==> config.mk <==
export PLATFORM = sky130hd
export DESIGN_NAME = sqrt_iter_hs
export DESIGN_NICKNAME = d
export VERILOG_FILES = /design/src/rtl/sqrt_iter_hs.sv
export SDC_FILE = /design/constraint.sdc
export NUM_CORES = 1
export LEC_CHECK = 0
export ABC_AREA = 1
export CAP_MARGIN = 5
export CORE_MARGIN = 10
export CORE_UTILIZATION = 60
export DETAILED_ROUTE_END_ITERATION = 8
export GPL_TIMING_DRIVEN = 0
export HOLD_SLACK_MARGIN = 0.08
export PLACE_DENSITY = 0.84
export RECOVER_POWER = 25
export REMOVE_ABC_BUFFERS = 1
export SLEW_MARGIN = 5
export SYNTH_ARGS = -nofsm -noshare
export SYNTH_HDL_FRONTEND = slang
export SYNTH_SLANG_ARGS = --single-unit
==> constraint.sdc <==
create_clock -name clk -period 6 [get_ports clk]
set_input_delay 0.9 -clock clk [delete_from_list [all_inputs] [get_ports clk]]
set_output_delay 0.9 -clock clk [all_outputs]
set_load 0.01 [all_outputs]
==> src/rtl/sqrt_iter_hs.sv <==
// Iterative restoring integer square root, ITER_PER_CYCLE root bits per clock; SQRT_REM_EN exposes out_rem.
// Latency: IN_W/(2*ITER_PER_CYCLE) clocks from accept to out_valid.
// Backpressure: result held while out_ready=0; a new radicand is accepted in the cycle the result is taken.
module sqrt_iter_hs #(
   parameter int IN_W           = 32,
   parameter int ITER_PER_CYCLE = 1
) (
   input  logic              clk,
   input  logic              rst_n,
   input  logic              in_valid,
   output logic              in_ready,
   input  logic [IN_W-1:0]   in_data,
   output logic              out_valid,
   input  logic              out_ready,
   output logic [IN_W/2-1:0] out_root,
   output logic              out_exact
`ifdef SQRT_REM_EN
   ,
   output logic [IN_W/2:0]   out_rem
`endif
);

   localparam int H     = IN_W / 2;
   localparam int RW    = H + 2;
   localparam int STEPS = H / ITER_PER_CYCLE;
   localparam int CNT_W = $clog2(STEPS + 1);
   localparam logic [CNT_W-1:0] LAST = CNT_W'(STEPS - 1);

   typedef enum logic [1:0] {IDLE, CALC, DONE} state_t;

   state_t            state_q,     state_d;
   logic [IN_W-1:0]   rad_q,       rad_d;
   logic [RW-1:0]     rem_q,       rem_d;
   logic [H-1:0]      root_q,      root_d;
   logic [CNT_W-1:0]  cnt_q,       cnt_d;
   logic              out_valid_q, out_valid_d;
   logic [H-1:0]      out_root_q,  out_root_d;
   logic              out_exact_q, out_exact_d;
`ifdef SQRT_REM_EN
   logic [H:0]        out_rem_q,   out_rem_d;
`endif

   logic [IN_W-1:0]   rad_v;
   logic [RW-1:0]     rem_v, rem_t, trial;
   logic [H-1:0]      root_v;
   logic              accept;

   assign in_ready  = (state_q == IDLE) || ((state_q == DONE) && out_ready);
   assign accept    = in_valid && in_ready;
   assign out_valid = out_valid_q;
   assign out_root  = out_root_q;
   assign out_exact = out_exact_q;
`ifdef SQRT_REM_EN
   assign out_rem   = out_rem_q;
`endif

   // Unrolled restoring steps; rem never exceeds 2*root so RW bits always suffice.
   always_comb begin
      rad_v  = rad_q;
      rem_v  = rem_q;
      root_v = root_q;
      rem_t  = '0;
      trial  = '0;
      for (int i = 0; i < ITER_PER_CYCLE; i++) begin
         rem_t = {rem_v[RW-3:0], rad_v[IN_W-1 -: 2]};
         trial = {root_v, 2'b01};
         rad_v = {rad_v[IN_W-3:0], 2'b00};
         if (rem_t >= trial) begin
            rem_v  = rem_t - trial;
            root_v = {root_v[H-2:0], 1'b1};
         end else begin
            rem_v  = rem_t;
            root_v = {root_v[H-2:0], 1'b0};
         end
      end
   end

   always_comb begin
      state_d     = state_q;
      rad_d       = rad_q;
      rem_d       = rem_q;
      root_d      = root_q;
      cnt_d       = cnt_q;
      out_valid_d = out_valid_q;
      out_root_d  = out_root_q;
      out_exact_d = out_exact_q;
`ifdef SQRT_REM_EN
      out_rem_d   = out_rem_q;
`endif
      case (state_q)
         CALC: begin
            rad_d  = rad_v;
            rem_d  = rem_v;
            root_d = root_v;
            cnt_d  = cnt_q + 1'b1;
            if (cnt_q == LAST) begin
               state_d     = DONE;
               out_valid_d = 1'b1;
               out_root_d  = root_v;
               out_exact_d = (rem_v == '0);
`ifdef SQRT_REM_EN
               out_rem_d   = rem_v[H:0];
`endif
            end
         end
         DONE: begin
            if (out_ready) begin
               state_d     = IDLE;
               out_valid_d = 1'b0;
            end
         end
         IDLE:    state_d = IDLE;
         default: state_d = IDLE;
      endcase
      // Accept overrides the DONE->IDLE move, giving back-to-back operation.
      if (accept) begin
         state_d = CALC;
         rad_d   = in_data;
         rem_d   = '0;
         root_d  = '0;
         cnt_d   = '0;
      end
   end

   always_ff @(posedge clk or negedge rst_n) begin
      if (!rst_n) begin
         state_q     <= IDLE;
         rad_q       <= '0;
         rem_q       <= '0;
         root_q      <= '0;
         cnt_q       <= '0;
         out_valid_q <= 1'b0;
         out_root_q  <= '0;
         out_exact_q <= 1'b0;
`ifdef SQRT_REM_EN
         out_rem_q   <= '0;
`endif
      end else begin
         state_q     <= state_d;
         rad_q       <= rad_d;
         rem_q       <= rem_d;
         root_q      <= root_d;
         cnt_q       <= cnt_d;
         out_valid_q <= out_valid_d;
         out_root_q  <= out_root_d;
         out_exact_q <= out_exact_d;
`ifdef SQRT_REM_EN
         out_rem_q   <= out_rem_d;
`endif
      end
   end

endmodule
==> summary.md <==
| Metric | Value |
|---|---|
| Outcome | `finished, violations left` |
| Failing checks | `max-capacitance violations, max-slew violations` |
| Initial antenna violation count | `0` |
| DRC violations left | `0` |
| Register area share after synthesis | `0.448` |
| Req. time, crit path | `~6200 ps` |
| Pre-CTS setup slack | `2330 ps` |
| Worst-skew pair later-pin latency | `360 ps` |
| Reg2reg end | `out_exact$_DFFE_PN0P_` |
| WP data arrival | `3620 ps` |
| Total CTS buffers | `9` |
| Global route overflow | `0` |
| CP Class | `in -> reg` |
| FF+latch count, synth | `89` |
| RSZ-0062 raised after global routing | `no` |
| Flop2flop setup slack | `2900 ps` |
| Drt via density | `5.53` |
| Max_cap viols | `1` |
| Avg Inst Size Synth | `a little under 8 sq um` |
| Slew Limit Fails | `33` |
| Clk sinks | `89` |
| Die Span Y | `111 um` |
| Synth Instances | `640` |
| Row count | `33` |
| Crit path largest cell delay | `790 ps` |
| Type of origin of the critical path | `input pin` |
| Drt first pass iters | `5` |
| Antenna viol nets, final | `0` |
| Register-to-Register Path Depth | `12` |
| Mapped cell area | `4970 sq um` |
| Critical path cell sequence | `clkdlybuf4s50_1 > nand2_1 > a21oi_1 > nand2_1 > nand2_2 > inv_1 > a22o_1` |
| Clock skew | `12.3 ps` |
| Crit end category | `register` |
| Routability Congestion | `0.933` |
| HP Class | `reg -> reg` |
| Hold worst-path end | `out_root[5]$_DFFE_PN0P_` |
| Initial core utilization | `0.611` |
| CORE AREA | `8130 sq um` |
| Total track usage | `0.196` |
| Post-synth top cells | `nand2_1 (202), inv_1 (105), dfrtp_1 (89), nor2_1 (31), nand3_1 (30)` |
| Most numerous cell in the Yosys netlist | `nand2_1` |
| Slew @ Worst Pin | `1880 ps` |
| Slowest stage cell, crit path | `nand2_2` |
| Final hold slack | `492 ps` |
| Worst rel slew slack | `-0.252` |
| Post-CTS Resized | `0` |
| Setup Viol. Count Final | `0` |
| CTS tree | `done` |
| FMAX | `296 MHz` |
| Main synth FF type | `dfrtp_1` |
| Max FO, Critical Path | `52` |
| CTS Buffer Depth | `2` |
| Crit path buffers/inverters | `2` |
| Final hold vios | `0` |
| Area grow syn2layout | `16.6%` |
| Hold_sp | `out_root[5]$_DFFE_PN0P_` |
| Die area | `12300 sq um` |
| DPL Wire Length | `8720 um` |
| CP delay by family, top | `simple AND/OR/NAND/NOR gates` |
| Via Count | `between 4000 and 5000` |
| Final instance area | `5800 sq um` |
| Final WS setup | `2620 ps` |
| Final setup TNS | `0 ps` |
| Clk root buf | `clkbuf_8` |
| # port buffers | `between 50 and 60` |
| Global-route wire length before repair | `between 20000 and 25000 um` |
| Hold buffer count at CTS | `0` |
| Diodes inserted | `0` |
| Cell mode on critical path | `nand2_1` |
| Largest net degree at the start of global routing | `58` |
| Post-synthesis cell type count | `32` |
| Vias in the first global route | `roughly 4300` |
| 1st-iter DRT viols | `311` |
| Die X | `111 um` |
| Period utilisation layout | `0.563` |
| CTS H-tree lvls | `3` |
| Area fraction of the dominant cell type after synthesis | `0.448` |
| Post-DR wirelength/cell | `15.3 um` |
| Post-CTS Setup Inserts | `0` |
| Synth area leader | `dfrtp_1` |
| Post-layout nets | `around 740` |
| Post-synth ARST share | `1.00` |
| Period minus WS final | `3380 ps` |
| Total Wirelength | `12200 um` |
| # IOs | `55` |
| Worst reg2reg path startpoint | `state_q[1]$_DFFE_PN0P_` |
| Synth area leaders | `dfrtp_1 (45%), nand2_1 (15%), inv_1 (7.9%), ha_1 (5.0%), o221ai_1 (4.8%)` |
| Clock transition at path regs | `90 ps` |
| Worst hold path depth | `2` |
| Number of synthesized flops with an enable pin | `0` |
| Share of post-route cells with drive strength above 1 | `0.0551` |
| Area post-placement | `roughly 5600 sq um` |
| Ys Warns | `0` |
==> cells by family after synthesis <==
kind of cell,share of synthesized area
DFF,0.448
adders and majority gates,0.0503
xor gates and xnor gates,0.0106
AOI/OAI and AO/OA,0.143
and+or+nand+nor,0.244
buffers and inverters,0.103
==> per-stage QoR <==
step / util / cells
global placement: 0.681 / 777
finish: 0.713 / 795
global route: 0.713 / 795
detailed placement: 0.687 / 779
CTS: 0.713 / 795
floorplan: - / 618
==> worst max path at each step <==
stage,startpoint,endpoint,slack [ps],cells after the start
finish,out_ready,rem_q[8]$_DFFE_PN0P_,2620,7
global route,out_ready,rem_q[8]$_DFFE_PN0P_,2470,7
CTS,out_ready,rem_q[8]$_DFFE_PN0P_,2690,7
detailed placement,out_ready,rem_q[8]$_DFFE_PN0P_,2330,7
global placement,rst_n,root_q[14]$_DFFE_PN0P_,870,1
floorplan,out_ready,rem_q[0]$_DFFE_PN0P_,2960,6
==> worst min-delay path, stage by stage, from the launching register on <==
cell	delay, ps
dfrtp_1	350
nand2_1	50
o21ai_0	60
==> routing by layer <==
metal / global-route usage / share of wire / wire length [um]
met1: 0.262 / 0.46 / 5580
met2: 0.309 / 0.46 / 5630
met3: 0.0438 / 0.062 / 756
met4: 0.0626 / 0.016 / 190
met5: 0 / 0 / 0
==> layout make-up <==
type | instances | area (sq um)
Fill cell | 638 | 2340
Multi-Input combinational cell | 420 | 2230
Timing Repair Buffer | 56 | 582
Clock inverter | 5 | 60.1
Clock buffer | 11 | 151
Sequential cell | 89 | 2230
Inverter | 109 | 409
Tap cell | 105 | 131
==> registers in the layout, indices dropped and copies added (netlist names) <==
register and flops:
rad_q 32, root_q 16, state_q 2, out_valid 1, rem_q 16, out_root 16
out_exact 1, cnt_q 5
==> cell usage in the layout (no fill, tap or decap), types with 2 or more instances in the layout <==
| master | Yosys | layout |
|---|---|---|
| o21ai_0 | 28 | 28 |
| nand2_4 | 2 | 2 |
| clkbuf_8 | 0 | 11 |
| o211ai_1 | 3 | 3 |
| o22ai_1 | 17 | 17 |
| nor2_2 | 5 | 5 |
| dfrtp_1 | 89 | 89 |
| clkdlybuf4s50_1 | 0 | 53 |
| nand2_2 | 5 | 7 |
| inv_6 | 0 | 2 |
| inv_1 | 105 | 105 |
| nand2_1 | 202 | 200 |
| nand4_1 | 5 | 5 |
| ha_1 | 20 | 20 |
| nor3_1 | 4 | 4 |
| nand3_1 | 30 | 30 |
| a21oi_1 | 12 | 12 |
| o221ai_1 | 27 | 27 |
| nor2_1 | 31 | 31 |
| o21ai_1 | 2 | 2 |
| xor2_1 | 4 | 4 |
| nand3b_1 | 2 | 2 |
| inv_2 | 3 | 3 |
| xnor2_1 | 2 | 2 |
| a22o_1 | 13 | 13 |
Power is left out: the tool's default activity adds up to more than one toggle a clock period on the data nets, which glitch-free logic cannot reach.
